## config.mk

```make
export PLATFORM = sky130hd
export DESIGN_NAME = pn_burst_ctrl
export DESIGN_NICKNAME = d
export VERILOG_FILES = /design/src/rtl/pn_burst_ctrl.sv
export SDC_FILE = /design/constraint.sdc
export NUM_CORES = 1
export LEC_CHECK = 0
export ABC_AREA = 1
export CAP_MARGIN = 40
export CORE_MARGIN = 1.5
export CORE_UTILIZATION = 45
export CTS_CLUSTER_SIZE = 24
export DETAILED_ROUTE_END_ITERATION = 8
export PLACE_DENSITY = 0.68
export SLEW_MARGIN = 25
export SYNTH_ARGS = -nofsm -noshare
export SYNTH_HDL_FRONTEND = slang
export SYNTH_SLANG_ARGS = --single-unit
export TNS_END_PERCENT = 30
```

## constraint.sdc

```tcl
create_clock -name sys_clk -period 4.7 [get_ports sys_clk]
set_input_delay 1.175 -clock sys_clk [delete_from_list [all_inputs] [get_ports sys_clk]]
set_output_delay 1.175 -clock sys_clk [all_outputs]
set_load 0.01 [all_outputs]
```

## src/rtl/pn_burst_ctrl.sv

```systemverilog
// PN burst controller: emits a burst of chips from a 4-bit maximal-length LFSR
// (period 15), with hold/abort control and a tick on every 15th chip.
//
// state | meaning
// IDLE  | waiting for start; LFSR keeps its last contents
// LOAD  | one cycle: seed copied into LFSR, counters cleared
// RUN   | one chip per cycle unless hold is high
// DONE  | one cycle: done pulse, coincides with the last chip_valid
module pn_burst_ctrl #(
  parameter int LEN_W = 8
) (
  input  logic             sys_clk,
  input  logic             sys_rst_n,
  input  logic             start,
  input  logic [3:0]       seed,
  input  logic [LEN_W-1:0] burst_len,
  input  logic             hold,
  input  logic             abort,
  output logic             busy,
  output logic             chip_out,
  output logic             chip_valid,
  output logic             period_tick,
  output logic             done,
  output logic             seed_err,
  output logic [3:0]       lfsr_state
);

  typedef enum logic [1:0] {
    ST_IDLE = 2'd0,
    ST_LOAD = 2'd1,
    ST_RUN  = 2'd2,
    ST_DONE = 2'd3
  } state_e;

  state_e             state_q, state_d;
  logic [3:0]         seed_q, seed_d;
  logic [LEN_W-1:0]   len_q, len_d;
  logic [LEN_W-1:0]   cnt_q, cnt_d;
  logic [3:0]         per_q, per_d;
  logic [3:0]         lfsr_q, lfsr_d;
  logic               chip_q, chip_d;
  logic               valid_q, valid_d;
  logic               tick_q, tick_d;
  logic               seed_err_q, seed_err_d;

  logic               last_chip;
  logic               per_wrap;

  // Comparing against len-1 keeps the counter inside LEN_W bits even for
  // the maximum burst length.
  assign last_chip = (cnt_q == (len_q - LEN_W'(1)));
  assign per_wrap  = (per_q == 4'd14);

  always_comb begin
    state_d    = state_q;
    seed_d     = seed_q;
    len_d      = len_q;
    cnt_d      = cnt_q;
    per_d      = per_q;
    lfsr_d     = lfsr_q;
    chip_d     = chip_q;
    valid_d    = 1'b0;
    tick_d     = 1'b0;
    seed_err_d = 1'b0;

    unique case (state_q)
      ST_IDLE: begin
        if (start) begin
          if (seed == 4'd0) begin
            seed_err_d = 1'b1;
          end else if (burst_len == '0) begin
            state_d = ST_DONE;
          end else begin
            seed_d  = seed;
            len_d   = burst_len;
            state_d = ST_LOAD;
          end
        end
      end

      ST_LOAD: begin
        if (abort) begin
          state_d = ST_IDLE;
        end else begin
          lfsr_d  = seed_q;
          cnt_d   = '0;
          per_d   = 4'd0;
          state_d = ST_RUN;
        end
      end

      ST_RUN: begin
        if (abort) begin
          state_d = ST_IDLE;
        end else if (!hold) begin
          chip_d  = lfsr_q[0];
          valid_d = 1'b1;
          lfsr_d  = {lfsr_q[0] ^ lfsr_q[3], lfsr_q[3:1]};
          cnt_d   = cnt_q + LEN_W'(1);
          tick_d  = per_wrap;
          per_d   = per_wrap ? 4'd0 : per_q + 4'd1;
          if (last_chip) begin
            state_d = ST_DONE;
          end
        end
      end

      ST_DONE: begin
        state_d = ST_IDLE;
      end

      default: begin
        state_d = ST_IDLE;
      end
    endcase
  end

  always_ff @(posedge sys_clk or negedge sys_rst_n) begin
    if (!sys_rst_n) begin
      state_q    <= ST_IDLE;
      seed_q     <= 4'd0;
      len_q      <= '0;
      cnt_q      <= '0;
      per_q      <= 4'd0;
      lfsr_q     <= 4'd0;
      chip_q     <= 1'b0;
      valid_q    <= 1'b0;
      tick_q     <= 1'b0;
      seed_err_q <= 1'b0;
    end else begin
      state_q    <= state_d;
      seed_q     <= seed_d;
      len_q      <= len_d;
      cnt_q      <= cnt_d;
      per_q      <= per_d;
      lfsr_q     <= lfsr_d;
      chip_q     <= chip_d;
      valid_q    <= valid_d;
      tick_q     <= tick_d;
      seed_err_q <= seed_err_d;
    end
  end

  // busy and done come straight from the state register, so they cannot glitch.
  assign busy        = (state_q != ST_IDLE);
  assign done        = (state_q == ST_DONE);
  assign chip_out    = chip_q;
  assign chip_valid  = valid_q;
  assign period_tick = tick_q;
  assign seed_err    = seed_err_q;
  assign lfsr_state  = lfsr_q;

endmodule

```

==> impl_metrics.csv, run 1 <==
group,metric,value,unit
clocking,cts_setup_buffers,0,
sta,rsz0062_at_grt,"false",
clocking,cts_buffers,5,
layout,final_cell_mix,"nand2_1 (75), inv_1 (34), dfrtp_1 (34)",
power,p_per_area,501,nW/um^2
sta,min_period,2.61,ns
floorplanning,core_region_area,4090,um^2
critical_path,crit_chain,"clkdlybuf4s50_1 > inv_1 > nand3_4 > a21oi_4 > inv_4 > nor3_4 > nand2_1 > nor2_1 > nor3_2",
placement,place_area,2260,um^2
power,p_sw_share,41.4,%
layout,nets,307,
yosys,synth_cells,256,
layout,fin_area,2340,um^2
yosys,synth_area_leaders,"dfrtp_1 (44%), nand2_1 (14%), inv_1 (6.5%)",
routing,via_count,1662,
clocking,clk_path_buf_depth,2,
placement,place_ws,1.78,ns
sta,worstMarginPinSlew,0.457,ns
layout,antenna_cells,0,
layout,multiInputGateArea,933,um^2
yosys,synth_cell_types,30,
yosys,synth_seq_area_share,43.6,%
yosys,syn_area_per_cell,7.63,um^2
sta,fin_tns_setup,0,ns
critical_path,cp.arrival,2.78,ns
power,ir_worst_vdd,0.236,mV
critical_path,critPathLaunchType,"input port",
clocking,cts_tree,"yes",
layout,area_growth,19.8,%
floorplanning,chipHeight,68.9,um
floorplanning,placementRows,23,
sta,drv_slew,0,
yosys,yosysTopAreaCell,"dfrtp_1",
routing,wl_per_cell,11.5,um
placement,globalplace.congestion,0.801,
clocking,ctsResizeCount,0,
layout,mostFrequentLayoutCell,"nand2_1",
grt,grt_max_degree,35,
hold_path,hp-class,"register to register",
clocking,cts_root_buf,"clkbuf_8",
clocking,clkSinkCount,34,
grt,track_usage,19.4,%
yosys,synth_nets,277,
critical_path,max_stage_delay,0.44,ns
clocking,htreeDepth,2,
sta,fmax,383,MHz
grt,overflow,0,
power,switching_power,486,uW
routing,firstDrtPassIters,4,
power,power,1.17,mW
critical_path,cp-end-kind,"register",
routing,wirelength,3.87,mm
clocking,clk_latency,0.28,ns
yosys,synth_top_area_share,43.6,%
sta,hold_ws,0.494,ns
critical_path,critPathKind,"input port to register",
clocking,cts_hold_buffers,0,
floorplanning,start_util,47.8,%
clocking,clkSlewWorstSetupHoldPaths,0.07,ns
layout,drive_above_1_share,7.69,%
run,drv_cap,0,
placement,dp.cells,329,
floorplanning,dieArea,4740,um^2
sta,slew_headroom,69.4,%
critical_path,crit_slowest_cell,"clkdlybuf4s50_1",
layout,fillers,402,
sta,hold_viol_final,0,
grt,grt_pass1_vias,1518,
sta,layout_setup_ws,2.09,ns
placement,dp_hpwl,3.08,mm
sta,clock_skew,0.00849,ns
critical_path,required,4.86,ns
sta,period_share,55.6,%
layout,final-seq-area,851,um^2
routing,via_per_inst,4.95,
placement,port_buffers,26,
yosys,ys_warn_count,0,
power,power.internal,687,uW
grt,antenna_found_initial,0,
critical_path,path_max_fanout,18,
floorplanning,ios,27,
power,power_frac_clock,16.7,%
routing,ant_nets,0,
power,seq_power_share,38.5,%
power,combPwrFrac,44.8,%
floorplanning,fp.dieW,68.9,um
status,outcome,"complete, no violations",
layout,fin_cells,336,
layout,finish.utilization,57.3,%
routing,drtIter0Drc,49,
sta,setup_violations,0,
grt,grt_pass1_wl,6.80,mm
yosys,ys_ff_latch,34,
power,p_leak,1.12,nW
yosys,synth_area,1950,um^2
routing,drc,0,
## final cells by class
type                    instances  area share, %
flip-flops and latches         34           36.4
clock buffers                   7           3.26
multi-input cells             180           39.9
repair buffers                 28           11.8
well taps                      50           2.67
inverters                      37           6.04
## Yosys cell counts
master / n
o21ai_1: 1
nor3b_1: 1
nor2_4: 1
a21oi_1: 3
nor3b_2: 2
nand2_4: 1
nand3_2: 1
nor3_2: 2
nor2_1: 27
o31ai_1: 3
nor4_1: 2
nand2_1: 75
ha_1: 4
inv_2: 2
nor3_4: 1
buf_6: 1
a21oi_4: 1
o211ai_1: 3
nand3_4: 1
xor2_1: 6
inv_4: 1
nor3_1: 3
clkbuf_1: 3
inv_1: 34
o21ai_2: 2
nand3_1: 15
dfrtp_1: 34
buf_2: 1
nand4_1: 2
o21ai_0: 23
## metal layers
metal,vias to the layer above,part of all wire (%),global-route usage (%)
li1,877,-,-
met1,751,50,26.5
met2,32,45,30.2
met3,2,4.5,5.68
met4,0,0.59,5.15
met5,-,0,0
## power by group through the flow
stage | Combinational [mW] | Sequential [mW] | Clock (mW)
global route | 0.605 | 0.464 | 0.218
floorplan | 0.372 | 0.450 | 0
global placement | 0.520 | 0.456 | 0
finish | 0.526 | 0.451 | 0.196
detailed placement | 0.530 | 0.456 | 0
CTS | 0.532 | 0.451 | 0.203
## state kept, by name, summed over array words and instances (netlist names)
| register | count |
|---|---|
| cnt_q | 8 |
| seed_err | 1 |
| chip_valid | 1 |
| len_q | 8 |
| chip_out | 1 |
| lfsr_state | 4 |
| state_q | 2 |
| period_tick | 1 |
| per_q | 4 |
| seed_q | 4 |
## path summary, 6_finish.rpt
check                            from  endpoint  slack [ns]  cells after the start
setup / recovery                abort  cnt_q[4]        2.09                      9
hold / removal               chip_out  chip_out        0.49                      2
setup reg to reg           state_q[0]  cnt_q[4]        2.93                      8
hold reg to reg              chip_out  chip_out        0.49                      2
max in group asynchronous   sys_rst_n  len_q[3]        3.10                      2
min in group asynchronous   sys_rst_n  cnt_q[7]        1.29                      2
## worst max-delay path, delay by kind of cell
| kind | cells | cell delay [ns] |
|---|---|---|
| AOI/OAI and AO/OA | 1 | 0.39 |
| buffers and inverters | 3 | 0.69 |
| and+or+nand+nor | 5 | 0.53 |
## logic make-up after synthesis
| group | share of synthesized area, % |
|---|---|
| xor gates and xnor gates | 2.69 |
| DFF | 43.6 |
| and+or+nand+nor | 31.6 |
| buffers and inverters | 8.65 |
| AOI/OAI and AO/OA | 11.0 |
| adders and majority gates | 2.56 |
No activity file was read; power rests on OpenSTA's default activity.
==> run 2, diff against run 1 <==
- PLACE_DENSITY: 0.68 -> 0.7
- clock period: 4.7 -> 2.1 ns (I/O delays scaled with it)
==> impl_metrics.csv, run 2 (synthesis results as in run 1) <==
group,metric,value,unit
status,outcome,"complete, no violations",
sta,worstMarginPinSlew,0.424,ns
critical_path,r2r_setup_slack,0.39,ns
floorplanning,dieArea,4740,um^2
critical_path,r2r-end,"state_q[1]",
layout,drive_above_1_share,11.8,%
clocking,clkSlewWorstSetupHoldPaths,0.07,ns
grt,grtUsageMet3,5.36,%
critical_path,crit_chain,"nand2_1 > inv_1 > clkdlybuf4s50_1",
floorplanning,fp.dieW,68.9,um
grt,top_usage_layer,"met2",
grt,antenna_found_initial,0,
critical_path,r2r-start,"len_q[0]",
hold_path,hp-start,"seed_q[1]",
clocking,clk_latency,0.29,ns
sta,fmax,505,MHz
routing,drtIter0Drc,87,
routing,ant_nets,0,
placement,dp_hpwl,3.03,mm
sta,min_period,1.98,ns
clocking,clkSinkCount,34,
floorplanning,placementRows,23,
layout,area_growth,25.9,%
critical_path,max_stage_delay,0.53,ns
clocking,cts_root_buf,"clkbuf_8",
critical_path,required,1.57,ns
routing,wirelength,3.83,mm
layout,nets,318,
run,drv_cap,0,
critical_path,worstRegToRegCells,13,
clocking,cts_buffers,5,
critical_path,path_max_fanout,3,
routing,via_per_inst,4.81,
layout,largest_registers,"cnt_q (8), len_q (8)",
sta,fin_tns_setup,0,ns
hold_path,holdPathStages,2,
floorplanning,chipHeight,68.9,um
clocking,ctsResizeCount,0,
sta,hold_viol_final,0,
clocking,clk_path_buf_depth,2,
sta,rsz0062_at_grt,"false",
sta,setup_violations,0,
clocking,cts_tree,"yes",
routing,via_count,1670,
floorplanning,core_region_area,4090,um^2
routing,firstDrtPassIters,4,
grt,grt_pass1_vias,1603,
placement,port_buffers,26,
layout,antenna_cells,0,
clocking,cts_hold_buffers,0,
layout,mostFrequentLayoutCell,"nand2_1",
critical_path,crit_slowest_cell,"clkdlybuf4s50_1",
power,p_leak,1.19,nW
critical_path,critPathLaunchType,"register",
power,ir_worst_vdd,0.580,mV
critical_path,critPathKind,"register to output port",
layout,final_cell_mix,"nand2_1 (75), inv_1 (34), dfrtp_1 (34)",
grt,grt_use_met1,28.3,%
grt,grt_pass1_wl,7.03,mm
grt,grt_max_degree,35,
sta,drv_slew,0,
grt,track_usage,20.4,%
floorplanning,start_util,47.8,%
sta,clock_skew,0.00633,ns
routing,wl_per_cell,11.0,um
routing,drc,0,
sta,slew_headroom,71.7,%
clocking,htreeDepth,2,
hold_path,min_to,"seed_q[1]",
clocking,cts_setup_buffers,0,
power,p_per_area,1150,nW/um^2
hold_path,hp-class,"register to register",
grt,overflow,0,
critical_path,cp.arrival,1.46,ns
floorplanning,ios,27,
sta,period_share,94.3,%
critical_path,cp-end-kind,"output port",
grt,grt_util_met2,31.3,%
placement,globalplace.congestion,0.846,
power,power,2.82,mW
## run 2: how the worst max path moves through the flow
stage / start / to / slack, ns / cells after the start
CTS: state_q[0] / done / 0.10 / 3
detailed placement: burst_len[1] / len_q[4] / 0.04 / 8
global placement: burst_len[7] / len_q[4] / -0.19 / 7
global route: state_q[0] / done / 0.02 / 3
finish: state_q[0] / done / 0.12 / 3
floorplan: len_q[0] / state_q[1] / 0.60 / 13
## run 2: final cells by class
class | instances | area (um^2)
Multi-Input combinational cell | 180 | 933
Tap cell | 50 | 62.6
Clock buffer | 6 | 82.6
Sequential cell | 34 | 851
Fill cell | 394 | 1630
Clock inverter | 1 | 30.0
Inverter | 37 | 141
Timing Repair Buffer | 39 | 358
## run 2: power by group
part           switching [mW]  internal, mW  leakage [nW]
registers               0.154         0.853         0.445
clock network           0.228         0.379        0.0573
logic                   0.716         0.492         0.687
total                    1.10          1.72          1.19
## run 2: metrics by stage
stage          hold WS (ns)  cell area [um^2]  setup WS, ns  util, %  instances
6_report              0.498              2460         0.119     60.2        347
4_1_cts               0.500              2460         0.102     60.2        347
2_1_floorplan         0.229              1950         0.605        -        256
5_1_grt               0.528              2460        0.0236     60.2        347
3_3_place_gp          0.478              2340        -0.188     57.2        339
3_5_place_dp          0.485              2350        0.0365     57.4        340
## run 2: layer usage
metal | part of all wire [%] | vias up
met4 | 1.5 | 0
met3 | 4.6 | 6
met1 | 51 | 734
li1 | - | 897
met2 | 42 | 33
met5 | 0 | -
## run 2: worst max-delay path, delay by kind of cell (launching register included)
family	cells	cell delay (ns)
and+or+nand+nor	1	0.14
DFF	1	0.42
buffers and inverters	2	0.61
